--- src/rtl/regfile_write_arbiter.sv ---
// ---------------------------------------------------------------------------
// regfile_write_arbiter
//
// Purpose:
//   Shares the single register-file write port (A3/WD3/WE3) between two
//   writeback requesters using a valid/ready handshake per requester.
//   A registered output stage drives the register file directly.
//   A per-register busy scoreboard is also kept here. A register is marked
//   busy at issue (reserve) and freed at commit. The control unit reads it
//   for hazard detection.
//
// Configuration:
//   ARB_ROUND_ROBIN_EN  defined   : on contention, the requester that was
//                                   not granted last wins (alternating).
//                       undefined : fixed priority, req0 always wins.
//
// Ports:
//   clk                  clock, all state updates on posedge
//   rst                  synchronous active-high reset
//   req0_valid/addr/data requester 0 write request
//   req0_ready           requester 0 handshake completes this cycle
//   req1_valid/addr/data requester 1 write request
//   req1_ready           requester 1 handshake completes this cycle
//   rsv_valid/rsv_addr   issue-time reservation of a destination register
//   wr_en/addr/data      register file WE3 / A3 / WD3
//   busy                 scoreboard; busy[i]=1 means a write to xi is pending
// ---------------------------------------------------------------------------
module regfile_write_arbiter #(
  parameter int S = 32,
  parameter int N = 32,
  localparam int M = $clog2(S)
) (
  input  logic         clk,
  input  logic         rst,
  input  logic         req0_valid,
  input  logic [M-1:0] req0_addr,
  input  logic [N-1:0] req0_data,
  output logic         req0_ready,
  input  logic         req1_valid,
  input  logic [M-1:0] req1_addr,
  input  logic [N-1:0] req1_data,
  output logic         req1_ready,
  input  logic         rsv_valid,
  input  logic [M-1:0] rsv_addr,
  output logic         wr_en,
  output logic [M-1:0] wr_addr,
  output logic [N-1:0] wr_data,
  output logic [S-1:0] busy
);

  logic         grant0, grant1;

  logic         wr_en_q,   wr_en_d;
  logic [M-1:0] wr_addr_q, wr_addr_d;
  logic [N-1:0] wr_data_q, wr_data_d;
  logic [S-1:0] busy_q,    busy_d;

`ifdef ARB_ROUND_ROBIN_EN
  // Records which requester won the most recent transfer (1 = req1).
  logic         last_grant_q, last_grant_d;
`endif

  // -------------------------------------------------------------------------
  // Grant: exactly one requester is granted whenever any is valid and the
  // block is out of reset. ready is the grant itself, so it is purely
  // combinational from valid and the priority state.
  // -------------------------------------------------------------------------
  // NOTE: every signal written in an always_comb gets a default first, so no
  // path leaves it unassigned and no latch is inferred.
  always_comb begin
    grant0 = 1'b0;
    grant1 = 1'b0;
    if (!rst) begin
      if (req0_valid && req1_valid) begin
`ifdef ARB_ROUND_ROBIN_EN
        // The side that did not win last time takes this contention.
        grant0 = last_grant_q;
        grant1 = ~last_grant_q;
`else
        grant0 = 1'b1;
`endif
      end else begin
        grant0 = req0_valid;
        grant1 = req1_valid;
      end
    end
  end

  assign req0_ready = grant0;
  assign req1_ready = grant1;

`ifdef ARB_ROUND_ROBIN_EN
  always_comb begin
    last_grant_d = last_grant_q;
    if (grant0 || grant1) begin
      last_grant_d = grant1;
    end
  end
`endif

  // -------------------------------------------------------------------------
  // Output stage: a transfer loads address/data for the next cycle. Writes
  // to x0 complete the handshake and still update address/data, but never
  // raise the write enable. With no transfer, address/data hold.
  // -------------------------------------------------------------------------
  always_comb begin
    wr_en_d   = 1'b0;
    wr_addr_d = wr_addr_q;
    wr_data_d = wr_data_q;
    if (grant0) begin
      wr_en_d   = (req0_addr != '0);
      wr_addr_d = req0_addr;
      wr_data_d = req0_data;
    end else if (grant1) begin
      wr_en_d   = (req1_addr != '0);
      wr_addr_d = req1_addr;
      wr_data_d = req1_data;
    end
  end

  // -------------------------------------------------------------------------
  // Scoreboard: the commit visible this cycle clears its register. The
  // reserve is applied afterwards so that a same-edge reserve of the same
  // register leaves it busy. x0 can never be busy.
  // -------------------------------------------------------------------------
  always_comb begin
    busy_d = busy_q;
    if (wr_en_q) begin
      busy_d[wr_addr_q] = 1'b0;
    end
    if (rsv_valid) begin
      busy_d[rsv_addr] = 1'b1;
    end
    busy_d[0] = 1'b0;
  end

  // NOTE: state registers use non-blocking assignments so every flop samples
  // the pre-edge values, independent of statement order.
  always_ff @(posedge clk) begin
    if (rst) begin
      wr_en_q      <= 1'b0;
      wr_addr_q    <= '0;
      wr_data_q    <= '0;
      busy_q       <= '0;
`ifdef ARB_ROUND_ROBIN_EN
      last_grant_q <= 1'b1;
`endif
    end else begin
      wr_en_q      <= wr_en_d;
      wr_addr_q    <= wr_addr_d;
      wr_data_q    <= wr_data_d;
      busy_q       <= busy_d;
`ifdef ARB_ROUND_ROBIN_EN
      last_grant_q <= last_grant_d;
`endif
    end
  end

  assign wr_en   = wr_en_q;
  assign wr_addr = wr_addr_q;
  assign wr_data = wr_data_q;
  assign busy    = busy_q;

endmodule

--- config.mk ---
export PLATFORM = sky130hd
export DESIGN_NAME = regfile_write_arbiter
export DESIGN_NICKNAME = d
export VERILOG_FILES = /design/src/rtl/regfile_write_arbiter.sv
export SDC_FILE = /design/constraint.sdc
export NUM_CORES = 1
export LEC_CHECK = 0
export ABC_AREA = 1
export CORE_MARGIN = 10
export CORE_UTILIZATION = 30
export DETAILED_ROUTE_END_ITERATION = 7
export GPL_TIMING_DRIVEN = 0
export PLACE_DENSITY = 0.67
export SKIP_CTS_REPAIR_TIMING = 1
export SLEW_MARGIN = 25
export SYNTH_ARGS = -nofsm -noshare
export SYNTH_HDL_FRONTEND = slang
export SYNTH_SLANG_ARGS = --single-unit
--- constraint.sdc ---
create_clock -name clk -period 1.8 [get_ports clk]
set_input_delay 0.27 -clock clk [delete_from_list [all_inputs] [get_ports clk]]
set_output_delay 0.27 -clock clk [all_outputs]
set_load 0.005 [all_outputs]
Word-level counts from Yosys, hierarchy flattened
Index checks and enable logic that the tools add are counted.
{"block": "op_classes", "order_cmp": 4, "mux": 16, "n_bitwise": 3, "n_reduce_logical": 6}
{"operator": "2-to-1 mux 32 bit", "n": 4}
{"operator": "AND 32 bit", "n": 1}
{"operator": "inverter 32 bit", "n": 1}
{"operator": "OR 32 bit", "n": 1}
{"operator": "< comparator 5 x 6 -> 1 bit, second input constant", "n": 2}
{"operator": "demux 1 bit (select 5 bit)", "n": 2}
{"operator": "greater-or-equal comparator 5 x 1 -> 1 bit, second input constant", "n": 2}
{"operator": "2-to-1 mux 5 bit", "n": 2}
{"operator": "nonzero test 5 bit", "n": 2}
{"operator": "2-to-1 mux 1 bit", "n": 8}
{"operator": "logical AND 1 bit", "n": 3}
{"operator": "nonzero test 2 bit", "n": 1}
{"block": "word_totals", "reg_bits": 70}

Depth between registers and ports, before layout
{"block": "logic_depth", "depth_word": 9, "mapped_depth": 7}

Worst setup path before layout
OpenSTA, ideal clock, no wires.
{"block": "synth_path", "path_kind": "reg-to-reg", "start": "register wr_addr_q[3] (netlist: wr_addr[3])", "end": "register busy_q[16] (netlist: busy[16])", "setup_time_ns": 0.132, "t_arrival_ns": 0.953, "required_time_ns": 1.668, "path_slack_ns": 0.715, "path_stages_with_launch": 8, "n_path_buf": 1, "period_less_slack_ns": 1.085, "cell_sequence": "dfxtp_1 buf_2 inv_1 nand2_1 nor2_1 nand2_1 nand2_1 a21oi_1"}
{"block": "synth_via", "elab_chain_cells": 9, "elab_cells_between_ends": 10, "cone_classes": "2 x order compare; 4 x mux; 3 x bitwise; 1 x reduce/logical"}
{"element": "start: declaration", "line": "54", "source": "logic [M-1:0] wr_addr_q, wr_addr_d;"}
{"element": "start signal: assignment", "line": "150", "source": "wr_addr_q <= wr_addr_d;"}
{"element": "< comparator 5 x 6 -> 1 bit (implied by the code) / greater-or-equal comparator 5 x 1 -> 1 bit (equally long branches)", "line": "129", "source": "busy_d[wr_addr_q] = 1'b0;"}
{"element": "logical AND 1 bit (implied by the code)", "line": "129"}
{"element": "2-to-1 mux 1 bit (implied by the code)", "line": "129"}
{"element": "demux 1 bit (select 5 bit) (*)", "line": "129"}
{"element": "inverter 32 bit (no line) (*)"}
{"element": "AND 32 bit (no line) (*)"}
{"element": "2-to-1 mux 32 bit (*)", "line": "128", "source": "if (wr_en_q) begin"}
{"element": "OR 32 bit (no line)"}
{"element": "2-to-1 mux 32 bit (*)", "line": "131", "source": "if (rsv_valid) begin"}
{"element": "end signal: assignment", "line": "152", "source": "busy_q <= busy_d;"}
{"element": "end: declaration", "line": "56", "source": "logic [S-1:0] busy_q, busy_d;"}
Every way passes the cells marked *; elsewhere a longest branch is shown, timed or not.
A chain may end at the register's enable or synchronous reset.

Worst setup path in the final report
{"block": "layout_path", "start": "register wr_addr_q[1] (netlist: wr_addr[1])", "end": "output wr_addr[1]"}
{"element": "end: declaration", "line": "46", "source": "output logic [M-1:0] wr_addr,"}
No word-level cell between the ends.

==> results.toml <==
[grt]
grt_max_degree = 12
antenna_found_initial = 0
grt_usage = 0.1507
overflow = 0
grt_pass1_wl_um = 19910
grt_pass1_vias = 3963

[clock_network]
cts_buffers = 9
clkSinkCount = 69
clock_path_buffers = 2
cts_max_level = 3
clkLatencyLatePin_ns = 0.32
cts_tree = "done"
clk_pin_slew_ns = 0.06
cts_root_buf = "clkbuf_16"

[timing]
slew_headroom = 0.5231
slew_viol_final = 0
tightest_slew_ns = 0.7127
fmax_mhz = 639.4
skew_ns = 0.004250
fin_hold_ws_ns = 0.4604
hold_violations = 0
period_share = 0.8688
fin_crit_ns = 1.564
setup_violations = 0
rsz0062_at_grt = "no"

[floorplan]
fp.dieW_um = 126.1
io_pins = 156
fp.dieH_um = 126.1
die_area_mm2 = 0.01589
rows = 38
core_mm2 = 0.01094
initial_core_util = 0.3087

[worst_hold_path]
hp-class = "flip-flop to flip-flop"

[yosys]
yosysSeqAreaShare = 0.4092
avgSynthCellArea_um2 = 6.369
ys_seq_elements = 69
synthCells = 530
syn_area_mm2 = 0.003376
synth.distinct_cells = 19
ys_warn_count = 0
synth_fp_nets = 614

[layout]
antenna_cells = 0
num-fill-cells = 1110
nets = 781
final_common_cell = "nand2_1"
drive_above_1_share = 0.06268
final_cell_mix = "161 x nand2_1, 152 x clkdlybuf4s50_1, 80 x inv_1"
area_growth_pct = 60.82

[place]
hpwl_um = 9983
place_congestion = 0.8606
port_buffers = 154

[setup_path]
critPathKind = "flip-flop to output port"
start_kind = "flip-flop"
critPathBufInv = 1
critPathTopFamily = "buffers and inverters"
arrival_ns = 1.29
crit_fanout = 6
cp_slowest_cell = "clkdlybuf4s50_1"
crit_chain = "clkdlybuf4s50_1"
crit_path_max_incr_delay_ns = 0.56
worstPathRequired_ns = 1.53
endpoint_kind = "output port"

[pwr]
p_int_w = 0.003116
switching_power_w = 0.001025
power_w = 0.004141
powerDensity_mw_per_mm2 = 762.7
seq_power_share = 0.398
leakagePower_nw = 2.328
clkPwrFrac = 0.420
swShare = 0.2476
peakVddDrop_mv = 0.4773
comb_power_share = 0.182

[flow_run]
drv_cap = 0

[route]
via_count = 3894
avgRoutedWirePerCell_um = 14.67
viasPerCell = 4.625
drtIter0Drc = 171
ant_nets = 0
drc = 0
wl_um = 12350
dr.pass1.iters = 6

[outcome]
outcome = "complete, no violations"
## final cells by class
cell class | count | area [um2] | share of cell area
repair buffers | 157 | 1569 | 0.2890
multi-input cells | 350 | 1551 | 0.2858
flip-flops and latches | 69 | 1381 | 0.2544
inverters | 82 | 315.3 | 0.05808
clock buffers | 12 | 246.5 | 0.04540
well taps | 140 | 175.2 | 0.03227
plain buffers | 28 | 142.6 | 0.02627
clock inverters | 4 | 47.55 | 0.008758
## state kept, by name, indices dropped and copies added (netlist names)
register  count
wr_en         1
busy         31
wr_data      32
wr_addr       5
## power groups by stage
stage                     Clock, W  Sequential (W)  Combinational, W
after global placement           0         0.00168          0.000745
after floorplan                  0         0.00168          0.000308
after detailed placement         0         0.00168          0.000753
final                      0.00174         0.00165          0.000755
after global routing       0.00185         0.00166          0.000837
after CTS                  0.00177         0.00165          0.000757
## worst reg2reg max path, stage by stage (launching register included)
cell     delay, ns
dfxtp_1       0.41
nand2_1       0.07
nor2_1        0.53
nand2_1       0.13
nand2_1       0.10
a21oi_1       0.06
## cell families (layout without fill, tap and decap cells)
logic type	count (synthesis)	after routing	share of synthesized area
compound gates	84	84	0.1245
buf+inv	111	283	0.1349
flops	69	69	0.4092
other cells	1	1	0.001111
simple gates	265	265	0.3302
## path summary, 6_finish.rpt
check | startpoint | to | slack (ns) | depth (start not counted)
max | wr_addr[1] | wr_addr[1] | 0.24 | 1
min | busy[30] | busy[30] | 0.46 | 2
max reg2reg | wr_addr[1] | busy[18] | 0.36 | 5
min reg2reg | busy[30] | busy[30] | 0.46 | 2
## cell usage after synthesis
cell type / n / share of area
nand2_1: 161 / 0.18
inv_1: 80 / 0.089
nand3_1: 77 / 0.11
dfxtp_1: 69 / 0.41
a21oi_1: 68 / 0.10
buf_2: 19 / 0.028
nor2_1: 16 / 0.018
o21ai_0: 15 / 0.022
clkbuf_1: 6 / 0.0067
nor3_1: 6 / 0.0089
buf_4: 2 / 0.0044
inv_2: 2 / 0.0022
nand2_2: 2 / 0.0037
nand4_1: 2 / 0.0037
buf_1: 1 / 0.0011
buf_6: 1 / 0.0033
conb_1: 1 / 0.0011
nor3_2: 1 / 0.0030
o21ai_1: 1 / 0.0015
## through the flow
stage / instances / setup slack (ns) / TNS, ns / area, um2 / utilization
floorplan: 530 / 0.7149 / 0 / 3376 / -
global placement: 824 / -0.3524 / -0.5155 / 5092 / 0.4657
detailed placement: 824 / -0.3530 / -0.4929 / 5092 / 0.4657
CTS: 840 / -0.3631 / -0.5200 / 5386 / 0.4926
global route: 842 / 0.1735 / 0 / 5429 / 0.4965
finish: 842 / 0.2361 / 0 / 5429 / 0.4965
## metal layers
| metal | GRT usage | vias up | share of wire |
|---|---|---|---|
| met5 | 0 | - | 0 |
| met4 | 0.02813 | 0 | 0.0032 |
| met3 | 0.07173 | 4 | 0.11 |
| met2 | 0.2608 | 143 | 0.48 |
| met1 | 0.1654 | 1747 | 0.41 |
| li1 | - | 2000 | - |
Power figures use the tool's default switching activity.
